**src/rtl/fb_access_arbiter_if.sv**
```systemverilog
// Bundle of MCU, fill-engine and framebuffer-port signals around fb_access_arbiter.
// The master is the IOBUS/MMIO side; the slave is the arbiter that owns the framebuffer port.
interface fb_access_arbiter_if;
    logic [12:0] CPU_WA;
    logic [7:0]  CPU_WD;
    logic        CPU_WE;
    logic        FILL_START;
    logic [6:0]  FILL_X;
    logic [5:0]  FILL_Y;
    logic [6:0]  FILL_W;
    logic [5:0]  FILL_H;
    logic [7:0]  FILL_COLOR;
    logic        FILL_BUSY;
    logic        FILL_DONE;
    logic        RD_VALID;
    logic [12:0] FB_WA;
    logic [7:0]  FB_WD;
    logic        FB_WE;

    modport master (
        output CPU_WA, CPU_WD, CPU_WE,
        output FILL_START, FILL_X, FILL_Y, FILL_W, FILL_H, FILL_COLOR,
        input  FILL_BUSY, FILL_DONE, RD_VALID, FB_WA, FB_WD, FB_WE
    );

    modport slave (
        input  CPU_WA, CPU_WD, CPU_WE,
        input  FILL_START, FILL_X, FILL_Y, FILL_W, FILL_H, FILL_COLOR,
        output FILL_BUSY, FILL_DONE, RD_VALID, FB_WA, FB_WD, FB_WE
    );
endinterface

```
**src/rtl/fb_access_arbiter.sv**
```systemverilog
// Framebuffer port arbiter: MCU MMIO accesses at fixed priority over a raster rectangle-fill engine.
//
// state | meaning
// IDLE  | no fill active; FILL_START accepted here only
// RUN   | issuing fill pixels in raster order, stalling on MCU writes
// DONE  | fill finished (or was empty); pulses FILL_DONE, drops FILL_BUSY
module fb_access_arbiter #(
    parameter int H_PIX = 80,
    parameter int V_PIX = 60
) (
    input logic              CLK,
    input logic              RST_N,
    fb_access_arbiter_if.slave bus
);

    typedef enum logic [1:0] {
        IDLE = 2'd0,
        RUN  = 2'd1,
        DONE = 2'd2
    } state_t;

    localparam logic [7:0] H_LIM = 8'(H_PIX);
    localparam logic [7:0] V_LIM = 8'(V_PIX);

    state_t     state;
    logic [6:0] x_cnt;
    logic [5:0] y_cnt;
    logic [6:0] x_start;
    logic [6:0] x_end;
    logic [5:0] y_end;
    logic [7:0] fill_color;

    // Clipped extents are evaluated from the live inputs and captured only on an accepted start.
    logic [7:0] x_sum;
    logic [7:0] y_sum;
    logic [6:0] x_end_c;
    logic [5:0] y_end_c;
    logic       fill_empty;

    always_comb begin
        x_sum      = {1'b0, bus.FILL_X} + {1'b0, bus.FILL_W};
        y_sum      = {2'b00, bus.FILL_Y} + {2'b00, bus.FILL_H};
        x_end_c    = (x_sum > H_LIM) ? H_LIM[6:0] : x_sum[6:0];
        y_end_c    = (y_sum > V_LIM) ? V_LIM[5:0] : y_sum[5:0];
        fill_empty = (bus.FILL_W == 7'd0) || (bus.FILL_H == 6'd0) ||
                     ({1'b0, bus.FILL_X} >= H_LIM) || ({2'b00, bus.FILL_Y} >= V_LIM);
    end

    always_ff @(posedge CLK) begin
        if (!RST_N) begin
            state          <= IDLE;
            x_cnt          <= 7'd0;
            y_cnt          <= 6'd0;
            x_start        <= 7'd0;
            x_end          <= 7'd0;
            y_end          <= 6'd0;
            fill_color     <= 8'd0;
            bus.FB_WE      <= 1'b0;
            bus.FB_WA      <= 13'd0;
            bus.FB_WD      <= 8'd0;
            bus.FILL_BUSY  <= 1'b0;
            bus.FILL_DONE  <= 1'b0;
            bus.RD_VALID   <= 1'b1;
        end else begin
            bus.FILL_DONE <= 1'b0;

            // Port mux: MCU write wins; a fill pixel only takes a slot the MCU left free.
            if (bus.CPU_WE) begin
                bus.FB_WE    <= 1'b1;
                bus.FB_WA    <= bus.CPU_WA;
                bus.FB_WD    <= bus.CPU_WD;
                bus.RD_VALID <= 1'b1;
            end else if (state == RUN) begin
                bus.FB_WE    <= 1'b1;
                bus.FB_WA    <= {y_cnt, x_cnt};
                bus.FB_WD    <= fill_color;
                bus.RD_VALID <= 1'b0;
            end else begin
                bus.FB_WE    <= 1'b0;
                bus.FB_WA    <= bus.CPU_WA;
                bus.RD_VALID <= 1'b1;
            end

            case (state)
                IDLE: begin
                    if (bus.FILL_START) begin
                        x_cnt         <= bus.FILL_X;
                        y_cnt         <= bus.FILL_Y;
                        x_start       <= bus.FILL_X;
                        x_end         <= x_end_c;
                        y_end         <= y_end_c;
                        fill_color    <= bus.FILL_COLOR;
                        bus.FILL_BUSY <= 1'b1;
                        state         <= fill_empty ? DONE : RUN;
                    end
                end
                RUN: begin
                    if (!bus.CPU_WE) begin
                        if (x_cnt + 7'd1 == x_end) begin
                            x_cnt <= x_start;
                            if (y_cnt + 6'd1 == y_end) begin
                                state <= DONE;
                            end else begin
                                y_cnt <= y_cnt + 6'd1;
                            end
                        end else begin
                            x_cnt <= x_cnt + 7'd1;
                        end
                    end
                end
                DONE: begin
                    bus.FILL_BUSY <= 1'b0;
                    bus.FILL_DONE <= 1'b1;
                    state         <= IDLE;
                end
                default: state <= IDLE;
            endcase
        end
    end

endmodule

```
**src/flat_wrapper.sv**
```systemverilog
// flat-port wrapper written by rule: the top's interface ports become plain ports
module fb_access_arbiter_flat 
#(
    parameter int H_PIX = 80,
    parameter int V_PIX = 60
)
  (CLK, RST_N, bus_CPU_WA, bus_CPU_WD, bus_CPU_WE, bus_FILL_START, bus_FILL_X, bus_FILL_Y, bus_FILL_W, bus_FILL_H, bus_FILL_COLOR, bus_FILL_BUSY, bus_FILL_DONE, bus_RD_VALID, bus_FB_WA, bus_FB_WD, bus_FB_WE);
  fb_access_arbiter_if bus_i ();
  input logic CLK;
  input logic RST_N;
  input wire logic [$bits(bus_i.CPU_WA)-1:0] bus_CPU_WA;
  input wire logic [$bits(bus_i.CPU_WD)-1:0] bus_CPU_WD;
  input wire logic [$bits(bus_i.CPU_WE)-1:0] bus_CPU_WE;
  input wire logic [$bits(bus_i.FILL_START)-1:0] bus_FILL_START;
  input wire logic [$bits(bus_i.FILL_X)-1:0] bus_FILL_X;
  input wire logic [$bits(bus_i.FILL_Y)-1:0] bus_FILL_Y;
  input wire logic [$bits(bus_i.FILL_W)-1:0] bus_FILL_W;
  input wire logic [$bits(bus_i.FILL_H)-1:0] bus_FILL_H;
  input wire logic [$bits(bus_i.FILL_COLOR)-1:0] bus_FILL_COLOR;
  output wire logic [$bits(bus_i.FILL_BUSY)-1:0] bus_FILL_BUSY;
  output wire logic [$bits(bus_i.FILL_DONE)-1:0] bus_FILL_DONE;
  output wire logic [$bits(bus_i.RD_VALID)-1:0] bus_RD_VALID;
  output wire logic [$bits(bus_i.FB_WA)-1:0] bus_FB_WA;
  output wire logic [$bits(bus_i.FB_WD)-1:0] bus_FB_WD;
  output wire logic [$bits(bus_i.FB_WE)-1:0] bus_FB_WE;
  assign bus_i.CPU_WA = bus_CPU_WA;
  assign bus_i.CPU_WD = bus_CPU_WD;
  assign bus_i.CPU_WE = bus_CPU_WE;
  assign bus_i.FILL_START = bus_FILL_START;
  assign bus_i.FILL_X = bus_FILL_X;
  assign bus_i.FILL_Y = bus_FILL_Y;
  assign bus_i.FILL_W = bus_FILL_W;
  assign bus_i.FILL_H = bus_FILL_H;
  assign bus_i.FILL_COLOR = bus_FILL_COLOR;
  assign bus_FILL_BUSY = bus_i.FILL_BUSY;
  assign bus_FILL_DONE = bus_i.FILL_DONE;
  assign bus_RD_VALID = bus_i.RD_VALID;
  assign bus_FB_WA = bus_i.FB_WA;
  assign bus_FB_WD = bus_i.FB_WD;
  assign bus_FB_WE = bus_i.FB_WE;
  fb_access_arbiter #(.H_PIX(H_PIX), .V_PIX(V_PIX)) u_core (.CLK(CLK), .RST_N(RST_N), .bus(bus_i));
endmodule
```
**config.mk**
```make
export PLATFORM = sky130hd
export DESIGN_NAME = fb_access_arbiter_flat
export DESIGN_NICKNAME = d
export VERILOG_FILES = /design/src/rtl/fb_access_arbiter_if.sv /design/src/rtl/fb_access_arbiter.sv /design/src/flat_wrapper.sv
export SDC_FILE = /design/constraint.sdc
export NUM_CORES = 1
export LEC_CHECK = 0
export CAP_MARGIN = 30
export CORE_MARGIN = 10
export CORE_UTILIZATION = 54
export DETAILED_ROUTE_END_ITERATION = 6
export PLACE_DENSITY = 0.85
export SLEW_MARGIN = 20
export SYNTH_ARGS = -nofsm -noshare
export SYNTH_HDL_FRONTEND = slang
export SYNTH_SLANG_ARGS = --single-unit
```
**constraint.sdc**
```tcl
create_clock -name CLK -period 6.56 [get_ports CLK]
set_input_delay 1.968 -clock CLK [delete_from_list [all_inputs] [get_ports CLK]]
set_output_delay 1.968 -clock CLK [all_outputs]
set_load 0.05 [all_outputs]
```
==> results_dict.tcl <==
set metrics [dict create \
    syn_nets 545 \
    crit_fanout 4 \
    grt_pass1_vias 3525 \
    insertion_delay_ps 340 \
    yosysWarnings 0 \
    critPathKind "primary input to register" \
    ys_ff_latch 68 \
    required_ps 6760 \
    post_drt_via_cell_ratio 5.990 \
    setup_viol 0 \
    hold_class "register to register" \
    num-fill-cells 504 \
    drt-total-wl_um 10700 \
    endpoint_kind "register" \
    slowest_stage "a211oi_1" \
    antenna_found_initial 0 \
    htree_levels 3 \
    globalRouteTotalUtil_pct 19.97 \
    fin_area_um2 4696 \
    cts-buffers-inserted 9 \
    irDropWorstVdd_mv 0.1305 \
    max_cap_viol_count 0 \
    async_flop_share_pct 0 \
    gp_congestion 0.9121 \
    routedWlPerCell_um 17.07 \
    port-buffer-count 83 \
    cts_resized 0 \
    status "finished, final reports clean" \
    critPathBufInv 1 \
    cts_tree "yes" \
    tightest_slew_ps 924.0 \
    clock_path_buffers 2 \
    vias 3756 \
    syn_inst 469 \
    synth_edf_count 0 \
    die_y_um 102.4 \
    fin_nets 621 \
    drt_iter0_markers 270 \
    crit_family "compound AO/OA/AOI/OAI gates" \
    synth_area_um2 3670 \
    grt_max_degree 36 \
    core.rowCount 29 \
    setup_tns_ps 0 \
    dpl_cell_area_um2 4528 \
    antenna_cells 0 \
    period_needed_ps 4137 \
    maxSlewViolCount 0 \
    synth_cell_types 50 \
    ioPinCount 84 \
    max_freq_mhz 241.7 \
    timing.critical_path.mode_cell "a21oi_1" \
    final.period_utilization_pct 63.06 \
    final_cell_mix "nand2_1, clkdlybuf4s50_1, dfxtp_1" \
    drive_above_1_share_pct 4.182 \
    seqCellArea_um2 1361 \
    cts.sink_count 68 \
    drtPass1Iterations 5 \
    rsz0062_at_grt "no" \
    overflow 0 \
    cp_cell_sequence "clkdlybuf4s50_1 > ha_1 > fa_1 > a21o_1 > a21oi_1 > o21bai_1 > a211oi_1 > a21oi_1" \
    die_area_um2 10490 \
    postCtsSetupBuffers 0 \
    finalHoldViolCount 0 \
    grt_pass1_wl_um 17050 \
    multiInputGateArea_um2 2153 \
    die_w_um 102.4 \
    yosysSeqAreaShare_pct 37.10 \
    cts_root_buf "clkbuf_8" \
    relSlewSlack_pct 37.59 \
    clk_pin_slew_worst_paths_ps 70 \
    layout_commonest_cell "nand2_1" \
    slowest_delay_ps 550 \
    core_um2 6459 \
    worstPathArrival_ps 4340 \
    synth_area_per_cell_um2 7.825 \
    dp_hpwl_um 8197 \
    drc 0 \
    ant_nets 0 \
    start_kind "primary input" \
    holdBufCountCts 0 \
    synthFlopType "dfxtp_1" \
    p_leak_nw 1.882 \
    finalClockSkew_ps 6.199 \
    initial_core_util_pct 56.82 \
    syn_to_final_growth_pct 27.96 \
    powerDensity_nw_per_um2 252.0 \
]
[where the power goes]
| group | internal, W | total, W | switching [W] |
|---|---|---|---|
| Combinational | 0.000160 | 0.000391 | 0.000231 |
| Clock | 0.000135 | 0.000290 | 0.000154 |
| Sequential | 0.000459 | 0.000502 | 0.0000437 |
[tightest hold or removal path: cells and delay by family, from the launching register on]
kind	cells	cell delay, ps
AOI/OAI and AO/OA	1	50
DFF	1	310
and+or+nand+nor	1	50
[final cells by class]
type / count / area share [%]
clock buffer: 11 / 2.798
clock inverter: 5 / 0.6128
multi-input combinational: 363 / 45.86
sequential: 68 / 28.99
timing repair buffer: 88 / 18.49
tap: 77 / 2.052
inverter: 15 / 1.199
[metrics by stage]
| step | setup slack (ps) | hold WS (ps) | total power (W) | utilization, % | cells |
|---|---|---|---|---|---|
| after floorplan | 2810 | 435.7 | 0.0007661 | - | 469 |
| after global placement | 2103 | 440.8 | 0.0008777 | 69.99 | 609 |
| after detailed placement | 2031 | 449.6 | 0.0008920 | 70.11 | 610 |
| after CTS | 2361 | 458.9 | 0.001176 | 72.59 | 626 |
| after global routing | 2238 | 474.7 | 0.001241 | 72.70 | 627 |
| final | 2423 | 458.5 | 0.001183 | 72.70 | 627 |
[synth_stat cells (all sizes together), types with 2 or more instances]
cell | number | share of area [%]
nand2 | 100 | 10
dfxtp | 68 | 37
a21oi | 57 | 7.8
nor2 | 24 | 2.5
clkbuf | 19 | 1.9
o21ai | 19 | 2.6
nor3 | 16 | 2.2
ha | 15 | 5.1
inv | 15 | 1.5
nand3 | 15 | 2.0
xnor2 | 15 | 3.6
mux2i | 9 | 2.5
xor2 | 9 | 2.1
a21o | 8 | 1.6
a211oi | 6 | 1.2
o22ai | 6 | 1.0
a21boi | 5 | 1.0
a31oi | 5 | 0.85
nand2b | 5 | 0.85
nor4 | 5 | 1.2
buf | 4 | 0.75
o31ai | 4 | 0.82
or4 | 4 | 0.92
and3 | 3 | 0.51
o211ai | 3 | 0.61
o21a | 3 | 0.61
o311ai | 3 | 0.72
or3 | 3 | 0.51
a211o | 2 | 0.48
and2 | 2 | 0.34
fa | 2 | 1.1
nand4 | 2 | 0.34
nor2b | 2 | 0.34
o21bai | 2 | 0.41
[cell families (layout without fill, tap and decap cells)]
group,Yosys count,in the layout,share of synthesized area [%]
XOR/XNOR,25,25,6.342
flip-flops,68,68,37.10
AO/OA/AOI/OAI,131,131,21.75
buffers and inverters,38,119,4.228
AND/OR/NAND/NOR,181,181,21.92
adder cells (fa/ha/maj),17,17,6.205
multiplexers,9,9,2.455
[metal layers]
layer / global-route usage [%] / up-vias / wire (um)
met5: 0 / - / 0
li1: - / 1807 / -
met4: 7.050 / 0 / 228
met1: 25.13 / 1737 / 4566
met2: 33.07 / 190 / 5102
met3: 4.049 / 22 / 805
[final timing paths]
kind | to | cells after the start | start | slack, ps
setup / recovery | u_core.y_end[4] | 8 | bus_FILL_Y[0] | 2420
hold reg to reg | u_core.fill_color[2] | 2 | u_core.fill_color[2] | 460
hold / removal | u_core.fill_color[2] | 2 | u_core.fill_color[2] | 460
setup reg to reg | u_core.y_cnt[3] | 7 | u_core.x_cnt[0] | 3860
[flip-flops by register name, indices dropped and copies added (netlist names)]
register	cells
u_core.x_end	7
u_core.y_end	6
u_core.bus.FB_WE	1
u_core.fill_color	8
u_core.x_cnt	7
u_core.y_cnt	6
u_core.x_start	7
u_core.bus.FILL_BUSY	1
u_core.bus.FB_WA	13
u_core.state	2
u_core.bus.FILL_DONE	1
u_core.bus.FB_WD	8
u_core.bus.RD_VALID	1
No activity file was read; power rests on OpenSTA's default activity.
